--- src/rtl/sprite_pkg.sv ---
// Shared sprite-subsystem definitions.
//   ROM_ADDR_W / PIX_W / NUM_SPRITE_REQ : default widths and the requester count
//   req_idx_e                           : fixed requester slot assignment
//   pixel_t                             : one RGB888 ROM word
package sprite_pkg;
  localparam int ROM_ADDR_W     = 14;
  localparam int PIX_W          = 24;
  localparam int NUM_SPRITE_REQ = 4;

  typedef enum logic [1:0] {
    REQ_MARIO = 2'd0,
    REQ_LUIGI = 2'd1,
    REQ_GOMBA = 2'd2,
    REQ_COIN  = 2'd3
  } req_idx_e;

  typedef logic [PIX_W-1:0] pixel_t;
endpackage

--- src/rtl/sprite_rom_arbiter_if.sv ---
// Bus between the sprite fetchers / ROM and the arbiter.
//   req, req_addr, req_mask : fetcher requests (req_addr slice i = [i*ADDR_W +: ADDR_W])
//   gnt                     : one-hot combinational grant
//   mem_rd, mem_addr        : registered ROM read strobe and address
//   mem_rdata               : ROM read data
//   rvalid, rdata           : steered return word, one-hot owner
//   busy                    : a read is in flight
// slave = arbiter side, master = fetcher/ROM side.
interface sprite_rom_arbiter_if
  import sprite_pkg::*;
#(
  parameter int NUM_REQ = NUM_SPRITE_REQ,
  parameter int ADDR_W  = ROM_ADDR_W,
  parameter int DATA_W  = PIX_W
);
  logic [NUM_REQ-1:0]        req;
  logic [NUM_REQ*ADDR_W-1:0] req_addr;
  logic [NUM_REQ-1:0]        req_mask;
  logic [NUM_REQ-1:0]        gnt;
  logic                      mem_rd;
  logic [ADDR_W-1:0]         mem_addr;
  logic [DATA_W-1:0]         mem_rdata;
  logic [NUM_REQ-1:0]        rvalid;
  logic [DATA_W-1:0]         rdata;
  logic                      busy;

  modport slave (
    input  req, req_addr, req_mask, mem_rdata,
    output gnt, mem_rd, mem_addr, rvalid, rdata, busy
  );

  modport master (
    output req, req_addr, req_mask, mem_rdata,
    input  gnt, mem_rd, mem_addr, rvalid, rdata, busy
  );
endinterface

--- src/rtl/sprite_rom_arbiter_rr_pick.sv ---
// Combinational round-robin priority picker.
//   i_elig   : eligible bitmap
//   i_ptr    : start position of the search (highest priority this cycle)
//   o_onehot : one-hot winner, 0 when nothing is eligible
//   o_idx    : binary winner index (0 when nothing is eligible)
//   o_any    : some bit was eligible
module rr_pick #(
  parameter  int N  = 4,
  localparam int IW = (N > 1) ? $clog2(N) : 1
) (
  input  logic [N-1:0]  i_elig,
  input  logic [IW-1:0] i_ptr,
  output logic [N-1:0]  o_onehot,
  output logic [IW-1:0] o_idx,
  output logic          o_any
);
  logic [IW-1:0] w_cand;

  // Walk ptr, ptr+1, ... wrapping modulo N; the first eligible slot wins.
  always_comb begin
    o_onehot = '0;
    o_idx    = '0;
    o_any    = 1'b0;
    w_cand   = '0;
    for (int k = 0; k < N; k++) begin
      w_cand = IW'((32'(i_ptr) + 32'(k)) % 32'(N));
      if (!o_any && i_elig[w_cand]) begin
        o_any            = 1'b1;
        o_onehot[w_cand] = 1'b1;
        o_idx            = w_cand;
      end
    end
  end
endmodule

--- src/rtl/sprite_rom_arbiter.sv ---
// Round-robin arbiter sharing the sprite ROM read port among pixel fetchers.
//   Clk   : system clock, rising edge
//   Reset : asynchronous active-low reset
//   bus   : sprite_rom_arbiter_if.slave (requests, grant, ROM port, returns, busy)
// A grant in cycle T drives mem_rd/mem_addr in T+1; the ROM word is sampled at
// the end of cycle T+MEM_LAT and presented as rvalid/rdata in T+MEM_LAT+1.
// The rvalid register is the final stage of the tag pipeline; r_vld_pipe holds
// the MEM_LAT stages in front of it.
module sprite_rom_arbiter
  import sprite_pkg::*;
#(
  parameter int NUM_REQ = NUM_SPRITE_REQ,
  parameter int ADDR_W  = ROM_ADDR_W,
  parameter int DATA_W  = PIX_W,
  parameter int MEM_LAT = 2
) (
  input  logic                 Clk,
  input  logic                 Reset,
  sprite_rom_arbiter_if.slave  bus
);
  localparam int PW = (NUM_REQ > 1) ? $clog2(NUM_REQ) : 1;

  logic [NUM_REQ-1:0]          w_elig;
  logic [NUM_REQ-1:0]          w_pick_oh;
  logic [PW-1:0]               w_pick_idx;
  logic                        w_any;
  logic [ADDR_W-1:0]           w_addr;
  logic [PW-1:0]               w_ptr_nxt;

  logic [PW-1:0]               r_rr_ptr;
  logic                        r_mem_rd;
  logic [ADDR_W-1:0]           r_mem_addr;
  logic [MEM_LAT-1:0]          r_vld_pipe;
  logic [MEM_LAT-1:0][PW-1:0]  r_idx_pipe;
  logic [NUM_REQ-1:0]          r_rvalid;
  logic [DATA_W-1:0]           r_rdata;

  assign w_elig = bus.req & bus.req_mask;

  rr_pick #(.N(NUM_REQ)) u_pick (
    .i_elig   (w_elig),
    .i_ptr    (r_rr_ptr),
    .o_onehot (w_pick_oh),
    .o_idx    (w_pick_idx),
    .o_any    (w_any)
  );

  // Grant is suppressed while reset is held so no fetcher sees a phantom accept.
  assign bus.gnt = Reset ? w_pick_oh : '0;

  // One-hot OR-mux of the winner's address slice.
  always_comb begin
    w_addr = '0;
    for (int i = 0; i < NUM_REQ; i++)
      if (w_pick_oh[i]) w_addr = bus.req_addr[i*ADDR_W +: ADDR_W];
  end

  assign w_ptr_nxt = (w_pick_idx == PW'(NUM_REQ-1)) ? '0 : w_pick_idx + 1'b1;

  always_ff @(posedge Clk or negedge Reset) begin
    if (!Reset) begin
      r_rr_ptr   <= '0;
      r_mem_rd   <= 1'b0;
      r_mem_addr <= '0;
      r_vld_pipe <= '0;
      r_idx_pipe <= '0;
      r_rvalid   <= '0;
      r_rdata    <= '0;
    end else begin
      r_mem_rd <= w_any;
      if (w_any) begin
        r_mem_addr <= w_addr;
        r_rr_ptr   <= w_ptr_nxt;
      end
      // Tag shift register: never stalls, one slot per issued read.
      r_vld_pipe[0] <= w_any;
      r_idx_pipe[0] <= w_pick_idx;
      for (int k = 1; k < MEM_LAT; k++) begin
        r_vld_pipe[k] <= r_vld_pipe[k-1];
        r_idx_pipe[k] <= r_idx_pipe[k-1];
      end
      // Last tag stage lines up with the ROM word; steer it to its owner.
      r_rvalid <= '0;
      if (r_vld_pipe[MEM_LAT-1]) begin
        r_rvalid[r_idx_pipe[MEM_LAT-1]] <= 1'b1;
        r_rdata                         <= bus.mem_rdata;
      end
    end
  end

  assign bus.mem_rd   = r_mem_rd;
  assign bus.mem_addr = r_mem_addr;
  assign bus.rvalid   = r_rvalid;
  assign bus.rdata    = r_rdata;
  // Reads still waiting for their ROM word; the return cycle itself is not busy.
  assign bus.busy     = |r_vld_pipe;
endmodule
--- src/flat_wrapper.sv ---
// flat-port wrapper written by rule: the top's interface ports become plain ports
module sprite_rom_arbiter_flat import sprite_pkg::*;
#(
  parameter int NUM_REQ = NUM_SPRITE_REQ,
  parameter int ADDR_W  = ROM_ADDR_W,
  parameter int DATA_W  = PIX_W,
  parameter int MEM_LAT = 2
)
  (Clk, Reset, bus_req, bus_req_addr, bus_req_mask, bus_mem_rdata, bus_gnt, bus_mem_rd, bus_mem_addr, bus_rvalid, bus_rdata, bus_busy);
  sprite_rom_arbiter_if #(.NUM_REQ(NUM_REQ), .ADDR_W(ADDR_W), .DATA_W(DATA_W)) bus_i ();
  input  logic Clk;
  input  logic Reset;
  input wire logic [$bits(bus_i.req)-1:0] bus_req;
  input wire logic [$bits(bus_i.req_addr)-1:0] bus_req_addr;
  input wire logic [$bits(bus_i.req_mask)-1:0] bus_req_mask;
  input wire logic [$bits(bus_i.mem_rdata)-1:0] bus_mem_rdata;
  output wire logic [$bits(bus_i.gnt)-1:0] bus_gnt;
  output wire logic [$bits(bus_i.mem_rd)-1:0] bus_mem_rd;
  output wire logic [$bits(bus_i.mem_addr)-1:0] bus_mem_addr;
  output wire logic [$bits(bus_i.rvalid)-1:0] bus_rvalid;
  output wire logic [$bits(bus_i.rdata)-1:0] bus_rdata;
  output wire logic [$bits(bus_i.busy)-1:0] bus_busy;
  assign bus_i.req = bus_req;
  assign bus_i.req_addr = bus_req_addr;
  assign bus_i.req_mask = bus_req_mask;
  assign bus_i.mem_rdata = bus_mem_rdata;
  assign bus_gnt = bus_i.gnt;
  assign bus_mem_rd = bus_i.mem_rd;
  assign bus_mem_addr = bus_i.mem_addr;
  assign bus_rvalid = bus_i.rvalid;
  assign bus_rdata = bus_i.rdata;
  assign bus_busy = bus_i.busy;
  sprite_rom_arbiter #(.NUM_REQ(NUM_REQ), .ADDR_W(ADDR_W), .DATA_W(DATA_W), .MEM_LAT(MEM_LAT)) u_core (.Clk(Clk), .Reset(Reset), .bus(bus_i));
endmodule
--- config.mk ---
export PLATFORM = sky130hd
export DESIGN_NAME = sprite_rom_arbiter_flat
export DESIGN_NICKNAME = d
export VERILOG_FILES = /design/src/rtl/sprite_pkg.sv /design/src/rtl/sprite_rom_arbiter_if.sv /design/src/rtl/sprite_rom_arbiter_rr_pick.sv /design/src/rtl/sprite_rom_arbiter.sv /design/src/flat_wrapper.sv
export SDC_FILE = /design/constraint.sdc
export NUM_CORES = 1
export LEC_CHECK = 0
export BUFFER_PORTS_ARGS = -buffer_cell sky130_fd_sc_hd__buf_2
export CAP_MARGIN = 20
export CORE_MARGIN = 1
export CORE_UTILIZATION = 50
export CTS_CLUSTER_DIAMETER = 50
export DETAILED_ROUTE_END_ITERATION = 7
export PLACE_DENSITY_LB_ADDON = 0.05
export SYNTH_ARGS = -nofsm -noshare
export SYNTH_HDL_FRONTEND = slang
export SYNTH_HIERARCHICAL = 1
export SYNTH_SLANG_ARGS = --single-unit
--- constraint.sdc ---
create_clock -name Clk -period 9.1 [get_ports Clk]
set_clock_uncertainty 0.05 [all_clocks]
set_input_delay 0.91 -clock Clk [delete_from_list [all_inputs] [get_ports Clk]]
set_output_delay 0.91 -clock Clk [all_outputs]
set_load 0.03 [all_outputs]
==> impl_results.md <==
* First-pass GRT wire length at 10.6 mm
* Top Ports at about 140
* Pre-antenna DRT Iters at 5
* Post-Place Worst Slack at approximately 5 ns
* Crit share post-route at 46.1%
* Worst Path Required at ~8 ns
* Post-route cell area at 3560 µm²
* Clk sinks at 50
* Status: complete, no violations
* Post-synth EDFFs at 0
* Ys async rst share at 100%
* Port Buf Inserts at between 100 and 150
* Synth cell types at 35
* Syn Inst Count at ~240
* Synth area leaders: dfrtp_1, mux2_2, nand3b_1
* Initial drt markers at 85
* PwrDens at roughly 400 nW/µm²
* Worst hold path class: reg -> reg
* Total CTS buffers at 5
* Power Total at 1.41 mW
* Reg clk slew, reported paths at 0.09 ns
* CTS tree: yes
* Fin cells at 440
* Residual DRC at 0
* Setup violations, final at 0
* Grt total ovfl at 0
* Fill count at 436
* Max clock buf depth at 2
* Commonest cells post-synth: dfrtp_1, nand2_1, nand3b_1, mux2_2, o21ai_0
* WL/cell at between 10 and 15 µm
* # Post-CTS Setup Buffers at 0
* CP arrival at about 3.2 ns
* Worst slew margin at roughly a third
* H-tree levels at 2
* RSZ-0062 raised after global routing: no
* Hold Violations, Final at 0
* Final setup margin at around 4.9 ns
* CTS resizes at 0
* Row count at 26
* Die height at about 76 µm
* CTS Hold Bufs at 0
* Die W at between 70 and 80 µm
* Synth area leader: dfrtp_1
* Initial Utilization at ~53%
* Setup_tns at 0 ns
* Total wire length at ~6.2 mm
* ANT nets after route at 0
* Latest clock arrival within the worst-skew pair at approximately 0.30 ns
* Worst hold slack at ~0.30 ns
* Post-synthesis instance area at around 2800 µm²
* Seq/Total Area, Yosys at between 40% and 50%
* DP Cell Count at between 400 and 500
* Vias at 2343
* Initial antenna violation count at 0
* Via density at between 5 and 6
* Critical setup path kind: reg -> out
* Root buf cell: clkbuf_8
* Util after Layout at between 60% and 70%
* Syn Nets at 333
* Post-synthesis average cell area at 11.7 µm²
* Area grow syn2layout at 28.7%
* Number of synthesized register bits at 50
* Die ar. at 5830 µm²
* ANT cells at 0
* Top cell type's share of synthesized area at a little under half
* Fin. max-slew vios at 0
* Worst-Margin Slew at 1.02 ns
* Startpoint types: flip-flop
* YS warnings at 6
* Fin nets at 465
* Vias in the first global route at between 2k and 2.5k
* DP Area at approximately 3500 µm²
* Largest net degree at the start of global routing at 55
* Crit path max fanout at 30
* Max-cap violations at 0
* CP Capture Type: primary output
* Post-DP HPWL at 4.63 mm
* Leak at 1.64 nW
* Fin crit period at approximately 4.2 ns
* Core area at between 5000 and 6000 µm²
* Fmax at around 240 MHz
* Worst ir drop on vdd at roughly 0.00026 V
* RePlAce Congestion at ~0.9
* Share of cells above drive strength 1 at a little over half
* Count leader, synth: dfrtp_1
* Top FF cell, synth: dfrtp_1
* Tot GR Track Use at a little under a quarter
## final cells by class
class	count	area, µm²	area share, %
clock inverter	3	23.8	0.668
tap	70	87.6	2.46
clock buffer	5	68.8	1.93
multi-input combinational	167	1390	38.9
sequential	50	1250	35.1
inverter	3	11.3	0.316
timing repair buffer	142	731	20.5
## sequential cells by signal (all words and copies together) (netlist names)
signal,count
u_core/bus.mem_addr,14
u_core/r_vld_pipe,2
u_core/r_idx_pipe,4
u_core/bus.rdata,24
u_core/bus.rvalid,4
u_core/r_rr_ptr,2
## logic make-up after synthesis
family | after synthesis | share of synthesized area (%)
adder cells (fa/ha/maj) | 6 | 2.71
multiplexers | 33 | 15.2
buffers and inverters | 20 | 4.79
flip-flops | 50 | 45.2
AND/OR/NAND/NOR | 83 | 18.3
AO/OA/AOI/OAI | 45 | 13.7
## path summary, 6_finish.rpt
kind | start | to | slack [ns] | cells past startpoint
worst max-delay path | u_core/r_rr_ptr[0] | bus_gnt[2] | 4.91 | 9
worst min-delay path | u_core/r_idx_pipe[1] | u_core/r_idx_pipe[3] | 0.30 | 0
worst max register to register | u_core/r_rr_ptr[0] | u_core/bus.mem_addr[0] | 5.63 | 10
worst min register to register | u_core/r_idx_pipe[1] | u_core/r_idx_pipe[3] | 0.30 | 0
max in group asynchronous | Reset | u_core/r_vld_pipe[0] | 7.91 | 2
min in group asynchronous | Reset | u_core/bus.rdata[3] | 0.67 | 2
## where the power goes
part	total [mW]	switching, mW	leakage, nW	internal (mW)
Sequential	0.396	0.0719	0.597	0.324
Clock	0.129	0.0736	0.0408	0.0550
Combinational	0.881	0.532	1.00	0.349
## cell usage in the layout (no fill, tap or decap), types with 2 or more instances in the layout
master and count:
buf_2 137, dfrtp_1 50, nand2_1 29, nand3b_1 28, mux2_2 27, o21ai_0 16, a41oi_2 9, and2_1 8
a22oi_1 8, ha_1 6, clkbuf_8 5, nor2_1 5, a41oi_1 5, buf_4 4, inv_1 3, clkinvlp_4 2
and2b_2 2, mux4_2 2, mux4_1 2, o21ai_1 2, nand2b_1 2, mux2i_1 2
## critical path, cell delays in order, from the launching register on
cell and delay, ns:
dfrtp_1 0.68, inv_1 0.14, ha_1 0.39, mux4_2 0.44, nor4b_4 0.40, a22oi_1 0.15, o21ai_2 0.08, buf_4 0.29
and2_1 0.17, buf_2 0.19
## routing by layer
layer / global-route usage, % / routed length, µm / up-vias
li1: - / - / 1131
met1: 28.9 / 2550 / 1087
met2: 38.9 / 3060 / 108
met3: 3.59 / 474 / 17
met4: 8.65 / 159 / 0
met5: 0 / 0 / -
Power figures use the tool's default switching activity.
